**src/rtl/qracc_sram_arbiter.sv**
```systemverilog
// Two-requester round-robin arbiter for the QRAcc digital SRAM port.
// Holds the grant across SRAM stalls and routes read data back by an in-order requester tag FIFO.
module qracc_sram_arbiter #(
    parameter int NumRows        = 128,
    parameter int NumCols        = 32,
    parameter int MaxOutstanding = 4,
    localparam int AddrBits      = $clog2(NumRows)
) (
    input  logic                  clk,
    input  logic                  nrst,
    input  logic [1:0]            req_valid_i,
    input  logic [1:0]            req_wr_i,
    input  logic [2*AddrBits-1:0] req_addr_i,
    input  logic [2*NumCols-1:0]  req_wr_data_i,
    output logic [1:0]            req_ready_o,
    output logic [1:0]            req_rd_valid_o,
    output logic [NumCols-1:0]    req_rd_data_o,
    output logic                  sram_rq_valid_o,
    output logic                  sram_rq_wr_o,
    output logic [AddrBits-1:0]   sram_addr_o,
    output logic [NumCols-1:0]    sram_wr_data_o,
    input  logic                  sram_rq_ready_i,
    input  logic                  sram_rd_valid_i,
    input  logic [NumCols-1:0]    sram_rd_data_i,
    output logic                  err_o
);

    localparam int PtrBits = (MaxOutstanding > 1) ? $clog2(MaxOutstanding) : 1;
    localparam int CntBits = PtrBits + 1;

    logic               prio_ptr;
    logic               lock;
    logic               locked_id;
    logic [PtrBits-1:0] wr_ptr;
    logic [PtrBits-1:0] rd_ptr;
    logic [CntBits-1:0] count;
    logic               tag_mem [MaxOutstanding];

    logic               fifo_full;
    logic               fifo_empty;
    logic [1:0]         eligible;
    logic               grant_valid;
    logic               grant_id;
    logic               active;
    logic               handshake;
    logic               push;
    logic               pop;
    logic               head_id;

    // Fullness comes from the registered count, so a same-cycle pop never unblocks a read.
    assign fifo_full  = (count == CntBits'(MaxOutstanding));
    assign fifo_empty = (count == '0);
    assign eligible   = req_valid_i & (req_wr_i | {2{~fifo_full}});

    // NOTE: every always_comb output gets a default first so no path leaves it unassigned (no latch).
    always_comb begin
        grant_valid = 1'b0;
        grant_id    = 1'b0;
        if (lock) begin
            grant_valid = 1'b1;
            grant_id    = locked_id;
        end else if (eligible[0] && eligible[1]) begin
            grant_valid = 1'b1;
            grant_id    = prio_ptr;
        end else if (eligible[0]) begin
            grant_valid = 1'b1;
            grant_id    = 1'b0;
        end else if (eligible[1]) begin
            grant_valid = 1'b1;
            grant_id    = 1'b1;
        end
    end

    // Everything combinational is forced quiet while reset is asserted.
    assign active    = grant_valid & nrst;
    assign handshake = active & sram_rq_ready_i;
    assign push      = handshake & ~sram_rq_wr_o;
    assign pop       = nrst & sram_rd_valid_i & ~fifo_empty;
    assign head_id   = tag_mem[rd_ptr];

    always_comb begin
        sram_rq_valid_o = active;
        sram_rq_wr_o    = 1'b0;
        sram_addr_o     = '0;
        sram_wr_data_o  = '0;
        req_ready_o     = 2'b00;
        if (active) begin
            sram_rq_wr_o   = req_wr_i[grant_id];
            sram_addr_o    = grant_id ? req_addr_i[2*AddrBits-1:AddrBits] : req_addr_i[AddrBits-1:0];
            sram_wr_data_o = grant_id ? req_wr_data_i[2*NumCols-1:NumCols] : req_wr_data_i[NumCols-1:0];
            if (sram_rq_ready_i) begin
                req_ready_o = grant_id ? 2'b10 : 2'b01;
            end
        end
    end

    always_comb begin
        req_rd_valid_o = 2'b00;
        req_rd_data_o  = '0;
        if (pop) begin
            req_rd_valid_o = head_id ? 2'b10 : 2'b01;
            req_rd_data_o  = sram_rd_data_i;
        end
    end

    // NOTE: sequential state uses non-blocking assignments so every register samples pre-edge values.
    always_ff @(posedge clk or negedge nrst) begin
        if (!nrst) begin
            prio_ptr  <= 1'b0;
            lock      <= 1'b0;
            locked_id <= 1'b0;
        end else begin
            if (handshake) begin
                lock     <= 1'b0;
                prio_ptr <= ~grant_id;
            end else if (active) begin
                lock      <= 1'b1;
                locked_id <= grant_id;
            end
        end
    end

    always_ff @(posedge clk or negedge nrst) begin
        if (!nrst) begin
            wr_ptr <= '0;
            rd_ptr <= '0;
            count  <= '0;
            err_o  <= 1'b0;
        end else begin
            if (push) begin
                wr_ptr <= wr_ptr + PtrBits'(1);
            end
            if (pop) begin
                rd_ptr <= rd_ptr + PtrBits'(1);
            end
            if (push && !pop) begin
                count <= count + CntBits'(1);
            end else if (pop && !push) begin
                count <= count - CntBits'(1);
            end
            if (sram_rd_valid_i && fifo_empty) begin
                err_o <= 1'b1;
            end
        end
    end

    // NOTE: tag storage is not reset; entries are only read below the registered count, which is.
    always_ff @(posedge clk) begin
        if (push) begin
            tag_mem[wr_ptr] <= grant_id;
        end
    end

endmodule
```
**config.mk**
```make
export PLATFORM = sky130hd
export DESIGN_NAME = qracc_sram_arbiter
export DESIGN_NICKNAME = d
export VERILOG_FILES = /design/src/rtl/qracc_sram_arbiter.sv
export SDC_FILE = /design/constraint.sdc
export NUM_CORES = 1
export LEC_CHECK = 0
export ABC_AREA = 1
export CAP_MARGIN = 0
export CELL_PAD_IN_SITES_DETAIL_PLACEMENT = 0
export CELL_PAD_IN_SITES_GLOBAL_PLACEMENT = 1
export CORE_MARGIN = 10
export CORE_UTILIZATION = 16
export CTS_BUF_LIST = sky130_fd_sc_hd__clkbuf_8 sky130_fd_sc_hd__clkbuf_16
export CTS_CLUSTER_SIZE = 16
export DETAILED_ROUTE_END_ITERATION = 7
export GPL_ROUTABILITY_DRIVEN = 0
export PLACE_DENSITY_LB_ADDON = 0.1
export SLEW_MARGIN = 20
export SYNTH_ARGS = -nofsm -noshare
export SYNTH_HDL_FRONTEND = slang
export SYNTH_SLANG_ARGS = --single-unit
```
**constraint.sdc**
```tcl
create_clock -name clk -period 2.5 [get_ports clk]
set_input_delay 0.5 -clock clk [delete_from_list [all_inputs] [get_ports clk]]
set_output_delay 0.5 -clock clk [all_outputs]
set_load 0.01 [all_outputs]
```
==> flow_summary.ini <==
[floorplanning]
die_h_um = 122
row_count = 37
io_pins = 196
core_um2 = 10200
start_util_pct = 16.3
die_x_um = 122
die_area_um2 = 14900

[sta]
rsz0062_at_grt = yes
maxClockFrequency_mhz = 413
fin_crit_sh_pct = 96.8
finClkSkew_ps = 2.36
setup_viol = 0
finalCriticalPeriod_ps = 2420
tightest_slew_ps = 243
slew_viol_final = 0
maxSlewHeadroom_pct = 83.8
fin_tns_setup_ps = 0
hold_viol_final = 0
worst_slack_ps = 79.7

[drt]
drt_drc_violations_left = 0
firstDrtPassIters = 4
via_per_inst = 3.90
antenna_left = 0
avgRoutedWirePerCell_um = 14.4
drtIter0Drc = 31
vias = 2513
wirelength_um = 9290

[cts]
clk_pin_slew_ps = 60
htree_num_levels = 1
clockRootBuffer = clkbuf_8
cts_tree = built
clock_path_buffers = 2
cts-hold-fix-buffers = 0
cts.sinks = 15
clock_latency_ps = 250
numCtsBuffers = 3

[flow_run]
max_cap_violations = 0

[place]
hpwl_um = 7400
placed_cell_area_um2 = 3930
io_buffers = 195
dp_worst_setup_slack_ps = -425

[layout]
fillers = 1090
drive_gt1_share_pct = 20.6
finish.utilization_pct = 40.4
final_area_um2 = 4140
layout.nets = 634
area_delta_synth_final_pct = 149
diodes = 0

[worst_setup_path]
end_kind = primary output
cp.required_ps = 2000
critPathLaunchType = input port
r2r_slack_ps = 150
reg2reg_depth = 14
rr_startpoint = count[0]$_DFFE_PN0P_
cp.arrival_ps = 1920
path_max_fanout = 18
rr_endpoint = count[1]$_DFFE_PN0P_
critical_path_class = input port to primary output

[global_route]
grt_pass1_vias = 2589
grt_pass1_wl_um = 13800
antenna_found_initial = 0
grt_max_degree = 22
grt_remaining_overflow = 0
grtUsageTotal_pct = 11.5

[synthesis]
synth_largest_area_cell = nor2_1
syn_avg_cell_area_um2 = 5.74
seq_area_frac_synth_pct = 23.8
yosysUniqueCellTypes = 26
syn_nets = 414
synthTopCellsByArea = nor2_1, dfrtp_1, o21ai_1, inv_1, edfxtp_1
syn_area_um2 = 1660
synth-seq-cells = 15
synth_warnings = 0
synthCells = 290
synth_top_area_share_pct = 26.8

[power]
irDropWorstVdd_mv = 0.241
total_power_mw = 2.12
p_per_area_nw_per_um2 = 514
leakage_nw = 2.44

[worst_hold_path]
hold_path_class = input port to asynchronous set/reset pin

[status]
status = completed
-- state kept, by name, summed over array words and instances (netlist names) --
| signal | flops |
|---|---|
| tag_mem | 4 |
| count | 3 |
| rd_ptr | 2 |
| wr_ptr | 2 |
| err_o | 1 |
| lock | 1 |
| locked_id | 1 |
| prio_ptr | 1 |
-- cell families (layout without fill, tap and decap cells) --
kind of cell               Yosys count  count (layout)  share of synthesized area (%)
DFF                                 15              15                           23.8
adders and majority gates            6               6                           4.96
and+or+nand+nor                    150             150                           36.8
AOI/OAI and AO/OA                   47              47                           14.6
muxes                                1               1                          0.677
xor gates and xnor gates             4               4                           2.11
buffers and inverters               67             286                           17.1
-- cell usage after synthesis --
cell type,instances
nor2_1,119
inv_1,46
o21ai_1,39
nand2_1,16
dfrtp_1,11
buf_4,7
nand3_1,7
buf_2,6
inv_2,6
ha_1,5
edfxtp_1,4
o21ai_0,4
xor2_1,3
a21oi_1,2
clkbuf_1,2
nand2_4,2
nor2_2,2
a31o_2,1
a32oi_1,1
fa_1,1
mux2_2,1
nand2_2,1
nand3_2,1
nand3b_1,1
nor2_4,1
xnor2_1,1
-- cell usage in the layout (no fill, tap or decap), drive strengths merged --
cell type / count
nor2: 122
clkdlybuf4s50: 115
buf: 73
inv: 51
o21ai: 43
dlymetal6s2s: 27
nand2: 19
dfrtp: 11
dlygate4sd2: 11
nand3: 8
ha: 5
edfxtp: 4
clkbuf: 4
xor2: 3
clkdlybuf4s15: 3
a21oi: 2
clkinv: 2
nand3b: 1
a32oi: 1
a31o: 1
mux2: 1
xnor2: 1
fa: 1
-- power by group --
part | switching, mW | internal (mW) | leakage (nW)
Combinational | 0.721 | 0.799 | 2.25
Sequential | 0.0649 | 0.341 | 0.167
Clock | 0.0883 | 0.110 | 0.0255
-- worst max-delay path, cell delays in order --
cell and delay (ps):
clkdlybuf4s50_1 490, nand3_2 120, buf_6 180, nor2_1 80
clkdlybuf4s50_1 540
-- through the flow --
stage,cells,hold WS [ps]
global placement,630,456
finish,645,390
floorplan,290,204
global route,645,422
CTS,642,403
detailed placement,630,461
-- area by class of cell --
type | instances | area, um2 | share of cell area [%]
clock buffers | 3 | 41.3 | 0.998
clock inverters | 1 | 5.00 | 0.121
inverters | 52 | 210 | 5.08
multi-input cells | 208 | 1050 | 25.3
flip-flops and latches | 15 | 395 | 9.56
well taps | 136 | 170 | 4.11
repair buffers | 230 | 2270 | 54.8
-- per-layer routing --
| layer | vias up | wire [um] | track usage [%] |
|---|---|---|---|
| met3 | 4 | 1060 | 5.64 |
| li1 | 1325 | - | - |
| met1 | 1083 | 3290 | 11.6 |
| met2 | 101 | 4860 | 21.1 |
| met4 | 0 | 82 | 2.01 |
| met5 | - | 0 | 0 |
-- worst max-delay path by stage --
stage                              start                   end  slack [ps]
floorplan                    req_wr_i[1]  count[2]$_DFFE_PN0P_         290
global route        count[0]$_DFFE_PN0P_  count[1]$_DFFE_PN0P_          -9
detailed placement           req_wr_i[0]        req_ready_o[1]        -420
finish                   sram_rd_valid_i     req_rd_data_o[31]          80
global placement             req_wr_i[1]     sram_wr_data_o[1]        -420
CTS                      sram_rd_valid_i      req_rd_data_o[0]          50
-- repair_timing --
item / CTS / global route
gates resized for setup: 199 / 34
endpoints found under the setup margin: 79 / 50
pin swaps: 8 / 7
cloned: 4 / 1
buffers inserted: 4 / 2
Note: power is estimated with default switching activity, not from simulation.
